### src/rtl/register_file_4x32.sv
`default_nettype none
// ----------------------------------------------------------------------------
// register_file_4x32 : 4 x 32-bit scratch registers, one write port, one
//                      combinational read port sharing the write select.
// Revision: 1.0
// ----------------------------------------------------------------------------
module register_file_4x32 #(
  parameter int DATA_WIDTH = 32,
  parameter int NUM_REGS   = 4,
  parameter int SEL_WIDTH  = 2
) (
  input  logic                  clk,
  input  logic                  rst,
  input  logic                  writeEn,
  input  logic [SEL_WIDTH-1:0]  writeSel,
  input  logic [DATA_WIDTH-1:0] writeData,
  output logic [DATA_WIDTH-1:0] readData1
);

  logic [DATA_WIDTH-1:0] r_regs [NUM_REGS];

  // One flop bank per register so each has its own enable decode.
  generate
    for (genvar g = 0; g < NUM_REGS; g++) begin : g_reg
      always_ff @(posedge clk) begin
        if (rst) begin
          r_regs[g] <= '0;
        end else if (writeEn && (writeSel == SEL_WIDTH'(g))) begin
          r_regs[g] <= writeData;
        end
      end
    end
  endgenerate

  // No write bypass: the read shows the committed value only.
  assign readData1 = r_regs[writeSel];

endmodule
`default_nettype wire

### config.mk
export PLATFORM = sky130hd
export DESIGN_NAME = register_file_4x32
export DESIGN_NICKNAME = d
export VERILOG_FILES = /design/src/rtl/register_file_4x32.sv
export SDC_FILE = /design/constraint.sdc
export NUM_CORES = 1
export LEC_CHECK = 0
export CORE_ASPECT_RATIO = 1.75
export CORE_MARGIN = 5
export CORE_UTILIZATION = 25
export CTS_CLUSTER_SIZE = 12
export DETAILED_ROUTE_END_ITERATION = 8
export PLACE_DENSITY = 0.51
export SYNTH_ARGS = -nofsm -noshare
export SYNTH_HDL_FRONTEND = slang
export SYNTH_SLANG_ARGS = --single-unit
export TNS_END_PERCENT = 10
### constraint.sdc
create_clock -name clk -period 9.6 [get_ports clk]
set_input_delay 2.4 -clock clk [delete_from_list [all_inputs] [get_ports clk]]
set_output_delay 2.4 -clock clk [all_outputs]
set_load 0.01 [all_outputs]
==> flow_summary.toml, run 1 <==
[min_path]
hold_class = "in2reg"
hold_end = "r_regs[2][18]"
worstHoldStart = "writeData[18]"
holdPathStages = 3

[cts]
cts_tree = "yes"
cts.path.max_buffers = 2
cts.repair.resized = 0
path_clk_slew_ns = 0.05
post_cts_buffers = 0
cts_root_buf = "clkbuf_16"
clkSinkCount = 128
numCtsBuffers = 17
ctsHoldBuffers = 0
htree_levels = 4

[route]
drt-wirelength-per-cell_um = 19.1
via_count = 3203
wirelength_um = 14000
ant_nets = 0
drt-initial-drc-count = 152
dr.pass1.iters = 4
drc = 0
viasPerCell = 4.38

[global_route]
grt_pass1_wl_um = 20900
grt_pass1_vias = 3546
gr-usage-met1_pct = 12.6
grt-busiest-layer = "met2"
grt_max_degree = 37
use_met3_pct = 2.75
grt_usage_pct = 11.5
grt_overflow_total = 0
antenna_found_initial = 0
grt_util_met2_pct = 21.0

[cells_and_area]
syn2layout_area_growth_pct = 26.4
largest-register = "r_regs"
nets = 460
final_cells = 731
largestRegisters = "r_regs: 128 flops"
drive_above_1_share_pct = 16.6
nFillCells = 2200
fin_util_pct = 31.8
diodes = 0
largest_reg_flops = 128

[synthesis]
ys_ff_latch = 128
postSynthAreaPerCell_um2 = 15.4
syn-num-nets = 396
yosysSeqAreaShare_pct = 69.5
yosysWarnings = 0
netlist_area_um2 = 5530
syn_inst = 359
synth.distinct_cells = 13

[die]
dieArea_um2 = 25300
ios = 69
die_w_um = 122
start_util_pct = 25.2
die_y_um = 207
core_um2 = 22000
core.rowCount = 72

[setup_path]
cp.buffers_inverters = 3
crit_chain = "buf_2 > buf_4 > mux4_2 > clkdlybuf4s50_1"
arrival_ns = 4.23
slowest_stage = "mux4_2"
critical_path.max_stage_delay_ns = 0.64
crit_fanout = 36
worst_setup_path_start_kind = "input pin"
path_class = "in2out"
cp_top_family = "buffers and inverters"
end_kind = "primary output"
cp.required_ns = 7.20

[timing]
slew_headroom_pct = 30.7
period_share_pct = 69.1
fin_crit_ns = 6.63
setup_slack_ns = 2.97
tightest_slew_ns = 1.04
rsz0062_at_grt = "false"
drv_slew = 0
fmax_mhz = 151
setup_viol = 0
hold_viol = 0
tns_ns = 0

[placement]
portBuffers = 68
placedCellCount = 700
hpwl_um = 8010
pre_cts_slack_ns = 2.88
place_congestion = 0.703

[run]
cap_viol_max_count = 0

[power]
p_per_area_nw_per_um2 = 198
p_leak_nw = 2.27
vdd_ir_drop_max_mv = 0.0681

[run_status]
status = "finished, final reports clean"
[final cells by class]
cell class / instances / area (um2) / share of cell area [%]
clock buffer: 21 / 440 / 6.30
clock inverter: 10 / 71.3 / 1.02
inverter: 1 / 3.75 / 0.0537
multi-input combinational: 200 / 1550 / 22.1
sequential: 128 / 3840 / 55.0
tap: 296 / 370 / 5.30
timing repair buffer: 75 / 718 / 10.3
[through the flow]
stage               total power [mW]  area, um2  hold slack (ns)
floorplan                      0.756       5530             2.71
global placement               0.833       6480             3.16
detailed placement             0.836       6480             3.17
CTS                             1.40       6990             2.73
global route                    1.44       6990             2.75
finish                          1.39       6990             2.75
[worst max-delay path by stage]
| stage | from | endpoint | slack (ns) | cells past startpoint |
|---|---|---|---|---|
| global placement | writeSel[0] | readData1[28] | 2.89 | 4 |
| CTS | writeSel[0] | readData1[28] | 2.88 | 4 |
| floorplan | writeSel[0] | readData1[10] | 3.96 | 3 |
| global route | writeSel[0] | readData1[28] | 2.83 | 4 |
| finish | writeSel[0] | readData1[28] | 2.97 | 4 |
| detailed placement | writeSel[0] | readData1[28] | 2.88 | 4 |
[cell usage after synthesis (all sizes together)]
library cell | count | area (um2)
nand2 | 1 | 3.75
nor2 | 128 | 480
clkbuf | 5 | 18.8
mux4 | 32 | 721
nand3b | 32 | 240
inv | 1 | 3.75
edfxtp | 128 | 3840
buf | 25 | 173
o21bai | 4 | 30.0
nand2b | 2 | 12.5
or2 | 1 | 6.26
[routing by layer]
layer | routed length (um) | vias to the layer above | part of all wire, %
met1 | 5450 | 1653 | 39
met2 | 7760 | 83 | 56
met3 | 535 | 14 | 3.8
li1 | - | 1453 | -
met4 | 218 | 0 | 1.6
met5 | 0 | - | 0
[cell usage in the layout, fill, tap and decap left out, drive strengths merged, types with 2 or more instances in the layout]
master,instances
clkbuf,21
o21bai,4
mux4,32
nor2,128
buf,10
nand2b,2
clkdlybuf4s50,65
clkinv,8
nand3b,32
edfxtp,128
[power breakdown]
group	internal, mW	leakage [nW]	switching [mW]
registers	0.658	1.26	0.00936
clock network	0.348	0.248	0.219
logic	0.0747	0.767	0.0770
[logic make-up after synthesis]
family / after synthesis / share of synthesized area [%]
flops: 128 / 69.5
buf+inv: 31 / 3.53
compound gates: 4 / 0.543
simple gates: 164 / 13.4
mux: 32 / 13.0
[worst min-delay path, stage by stage]
cell             delay [ns]
clkdlybuf4s50_1        0.40
nand3b_1               0.14
nor2_1                 0.05
(Power assumes the default switching activity.)
==> run 2, diff against run 1 <==
--- a/config.mk
+++ b/config.mk
@@ -10,7 +10,7 @@
 export CORE_UTILIZATION = 25
 export CTS_CLUSTER_SIZE = 12
 export DETAILED_ROUTE_END_ITERATION = 8
-export PLACE_DENSITY = 0.51
+export PLACE_DENSITY = 0.53
 export SYNTH_ARGS = -nofsm -noshare
 export SYNTH_HDL_FRONTEND = slang
 export SYNTH_SLANG_ARGS = --single-unit
==> constraint.sdc (replaced) <==
create_clock -name clk -period 5.9 [get_ports clk]
set_input_delay 1.475 -clock clk [delete_from_list [all_inputs] [get_ports clk]]
set_output_delay 1.475 -clock clk [all_outputs]
set_load 0.01 [all_outputs]
==> run 2 against run 1 <==
Die area did not move. Critical path type unchanged. Critical path depth did not move. First-iteration DRC count rose by 36%. Setup slack got worse by 2.0 ns. Largest power group unchanged. Highest routed layer unchanged. Count of clock-buffer cells in the layout fell by 2. Total power rose by 66%. Wire length fell by 0.28%. Sequential power rose by 63%. Critical endpoint is now readData1[18].
==> flow_summary.toml, run 2 (synthesized netlist as in run 1, its figures left out) <==
[run_status]
status = "finished, final reports clean"

[die]
core.rowCount = 72
start_util_pct = 25.2
core_um2 = 22000
die_y_um = 207
die_w_um = 122
ios = 69
dieArea_um2 = 25300

[setup_path]
crit_fanout = 22
cp.required_ns = 4.43
endpoint = "readData1[18]"
arrival_ns = 3.43
worst_setup_path_start_kind = "input pin"
path_class = "in2out"
startpoint = "writeSel[0]"
end_kind = "primary output"

[cts]
cts_tree = "yes"
clkSinkCount = 128
post_cts_buffers = 0
path_clk_slew_ns = 0.05
cts.repair.resized = 0
ctsHoldBuffers = 0
cts.path.max_buffers = 2
htree_levels = 4
numCtsBuffers = 17
cts_root_buf = "clkbuf_16"

[route]
viasPerCell = 4.42
drt-initial-drc-count = 207
dr.pass1.iters = 4
ant_nets = 0
drc = 0
wirelength_um = 13900
via_count = 3238
drt-wirelength-per-cell_um = 19.0

[timing]
fin_crit_ns = 4.90
setup_viol = 0
fmax_mhz = 204
slew_headroom_pct = 21.2
rsz0062_at_grt = "false"
drv_slew = 0
tns_ns = 0
period_share_pct = 83.1
tightest_slew_ns = 1.18
hold_viol = 0

[power]
p_seq_share_pct = 47.5
vdd_ir_drop_max_mv = 0.190
p_clk_share_pct = 41.8
pwr-share-comb_pct = 10.7
p_sw_mw = 0.495
p_sw_share_pct = 21.6
p_int_mw = 1.80
p_leak_nw = 2.30
p_per_area_nw_per_um2 = 326
fin_total_pwr_mw = 2.29

[global_route]
grt_pass1_wl_um = 21500
antenna_found_initial = 0
grt_overflow_total = 0
grt_usage_pct = 11.7
grt_pass1_vias = 3742
grt_max_degree = 37

[placement]
portBuffers = 68
hpwl_um = 8490
dpl_cell_area_um2 = 6510
place_congestion = 0.750

[cells_and_area]
fin_area_um2 = 7040
largestRegisters = "r_regs: 128 flops"
diodes = 0
fin_util_pct = 32.0
mostFrequentLayoutCells = "nor2_1, edfxtp_1, clkdlybuf4s50_1"
nets = 464
drive_above_1_share_pct = 17.6
largest-register = "r_regs"
largest_reg_flops = 128
syn2layout_area_growth_pct = 27.3

[min_path]
hold_class = "in2reg"

[run]
cap_viol_max_count = 0
## run 2: changes by cell type in the layout (fill, tap and decap cells not counted)
cell | before | now
clkinv_1 | 5 | 4
clkbuf_1 | 4 | 2
bufinv_16 | 1 | 2
buf_4 | 7 | 11
## run 2: per-layer routing
metal	global-route usage (%)	routed length, um	vias up	part of all wire [%]
met5	0	0	-	0
met4	4.89	230	0	1.7
met3	3.38	791	11	5.7
met2	22.1	7870	101	56
met1	11.7	5040	1668	36
li1	-	-	1458	-
## run 2: final cells by class
type                       instances  area, um2
sequential                       128       3840
multi-input combinational        200       1550
inverter                           1       3.75
tap                              296        370
timing repair buffer              79        748
fill                            2204      14900
clock buffer                      19        433
clock inverter                    10       97.6
## run 2: per-stage QoR
stage | hold slack (ns) | std cells | worst slack, ns
3_5_place_dp | 2.24 | 704 | 0.910
6_report | 1.83 | 733 | 0.997
5_1_grt | 1.83 | 733 | 0.815
2_1_floorplan | 1.78 | 359 | 1.97
4_1_cts | 1.81 | 733 | 0.909
3_3_place_gp | 2.24 | 704 | 0.933
## run 2: worst max-delay path: stages
cell             delay (ns)
buf_2                  0.58
buf_4                  0.33
mux4_2                 0.52
clkdlybuf4s50_1        0.50
## run 2: power groups by stage
stage / sequential [mW] / combinational [mW] / clock (mW)
global placement: 1.11 / 0.250 / 0
floorplan: 1.10 / 0.129 / 0
finish: 1.09 / 0.245 / 0.960
detailed placement: 1.11 / 0.252 / 0
global route: 1.09 / 0.265 / 1.02
CTS: 1.09 / 0.253 / 0.980
## run 2: how the worst min path moves through the flow
| stage | from | to | cells past startpoint |
|---|---|---|---|
| floorplan | writeData[31] | r_regs[0][31] | 2 |
| global placement | writeData[30] | r_regs[3][30] | 3 |
| CTS | writeData[30] | r_regs[0][30] | 3 |
| finish | writeData[30] | r_regs[0][30] | 3 |
| global route | writeData[30] | r_regs[3][30] | 3 |
| detailed placement | writeData[30] | r_regs[0][30] | 3 |
==> run 3, diff against run 2 <==
==> constraint.sdc (replaced) <==
create_clock -name clk -period 4.2 [get_ports clk]
set_input_delay 1.05 -clock clk [delete_from_list [all_inputs] [get_ports clk]]
set_output_delay 1.05 -clock clk [all_outputs]
set_load 0.01 [all_outputs]
==> run 3 against run 2 <==
Worst hold slack got worse by 0.43 ns. Non-clock buffer count increased by 2. Sequential share of layout area decreased by 0.52 points. Critical path type unchanged.
==> flow_summary.toml, run 3 (synthesized netlist as in run 1, its figures left out) <==
[cells_and_area]
largest-register = "r_regs"
nFillCells = 2226
final_cells = 738
fin_util_pct = 32.3
mostFrequentLayoutCells = "nor2_1, edfxtp_1, clkdlybuf4s50_1"
drive_above_1_share_pct = 18.3
diodes = 0
largestRegisters = "r_regs: 128 flops"
largest_reg_flops = 128
syn2layout_area_growth_pct = 28.5
nets = 466

[run_status]
status = "finished, final reports clean"

[setup_path]
arrival_ns = 2.73
worst_setup_path_start_kind = "input pin"
cp.required_ns = 3.15
cp_top_family = "buffers and inverters"
cp.buffers_inverters = 3
crit_fanout = 21
path_depth = 4
end_kind = "primary output"
critical_path.max_stage_delay_ns = 0.56
slowest_stage = "mux4_2"
path_class = "in2out"
crit_chain = "buf_2 > buf_12 > mux4_2 > clkdlybuf4s50_1"

[cts]
ctsHoldBuffers = 0
cts_root_buf = "clkbuf_16"
cts.repair.resized = 0
htree_levels = 4
numCtsBuffers = 17
path_clk_slew_ns = 0.05
cts_tree = "yes"
cts.path.max_buffers = 2
clkSinkCount = 128
post_cts_buffers = 0

[min_path]
hold_end = "r_regs[3][2]"
worstHoldStart = "writeSel[0]"
hold_class = "in2reg"
holdPathStages = 3

[timing]
drv_slew = 0
setup_slack_ns = 0.421
tns_ns = 0
hold_viol = 0
fin_crit_ns = 3.78
period_share_pct = 90.0
fmax_mhz = 265
tightest_slew_ns = 0.760
setup_viol = 0
slew_headroom_pct = 49.2
rsz0062_at_grt = "false"

[run]
cap_viol_max_count = 0

[global_route]
antenna_found_initial = 0
grt_usage_pct = 12.0
grt_overflow_total = 0
grt_pass1_vias = 3616
grt_pass1_wl_um = 21600
grt_max_degree = 37

[route]
via_count = 3183
ant_nets = 0
wirelength_um = 14400
viasPerCell = 4.31
drt-initial-drc-count = 168
drc = 0
drt-wirelength-per-cell_um = 19.6
dr.pass1.iters = 7

[die]
die_y_um = 207
core_um2 = 22000
dieArea_um2 = 25300
die_w_um = 122
core.rowCount = 72
start_util_pct = 25.2
ios = 69

[power]
vdd_ir_drop_max_mv = 0.219
p_per_area_nw_per_um2 = 460
fin_total_pwr_mw = 3.27
p_leak_nw = 2.33

[placement]
place_congestion = 0.669
placedCellCount = 706
hpwl_um = 8490
portBuffers = 68
pre_cts_slack_ns = 0.371
==> run 3: changes by cell type in the layout (fill, tap and decap cells not counted) <==
cell	change
clkinvlp_4	+1
clkbuf_1	+3
clkinv_2	-2
buf_12	+2
clkinv_1	-2
clkinv_4	+3
==> run 3: how the worst max path moves through the flow <==
stage | end | slack [ns] | startpoint
3_3_place_gp | readData1[20] | 0.37 | writeSel[0]
5_1_grt | readData1[19] | 0.33 | writeSel[0]
2_1_floorplan | r_regs[0][0] | 0.69 | writeSel[0]
4_1_cts | readData1[19] | 0.37 | writeSel[0]
3_5_place_dp | readData1[19] | 0.37 | writeSel[0]
6_report | readData1[19] | 0.42 | writeSel[0]
==> run 3: cell type report <==
class / instances / area (um2) / share of cell area, %
flip-flops and latches: 128 / 3840 / 54.1
multi-input cells: 200 / 1550 / 21.7
repair buffers: 81 / 788 / 11.1
clock buffers: 22 / 444 / 6.25
well taps: 296 / 370 / 5.21
clock inverters: 10 / 114 / 1.60
inverters: 1 / 3.75 / 0.0528
==> run 3: power breakdown <==
group / internal [mW] / total (mW) / switching, mW
Clock: 0.870 / 1.39 / 0.520
Sequential: 1.50 / 1.53 / 0.0216
Combinational: 0.177 / 0.354 / 0.177
Total: 2.55 / 3.27 / 0.719
==> run 3: routing by layer <==
metal	up-vias	global-route usage [%]	routed length [um]
met5	-	0	0
li1	1469	-	-
met1	1623	12.5	5280
met2	78	23.1	8460
met3	13	2.67	464
met4	0	4.65	231
==> run 3: worst min-delay path, delay by kind of cell <==
kind / cells / cell delay (ns)
AO/OA/AOI/OAI: 1 / 0.17
AND/OR/NAND/NOR: 1 / 0.14
buffers and inverters: 1 / 0.22
==> run 3: through the flow <==
| stage | hold WS [ns] | area, um2 |
|---|---|---|
| 2_1_floorplan | 1.36 | 5530 |
| 3_3_place_gp | 1.81 | 6550 |
| 3_5_place_dp | 1.82 | 6550 |
| 4_1_cts | 1.38 | 7110 |
| 5_1_grt | 1.40 | 7110 |
| 6_report | 1.40 | 7110 |
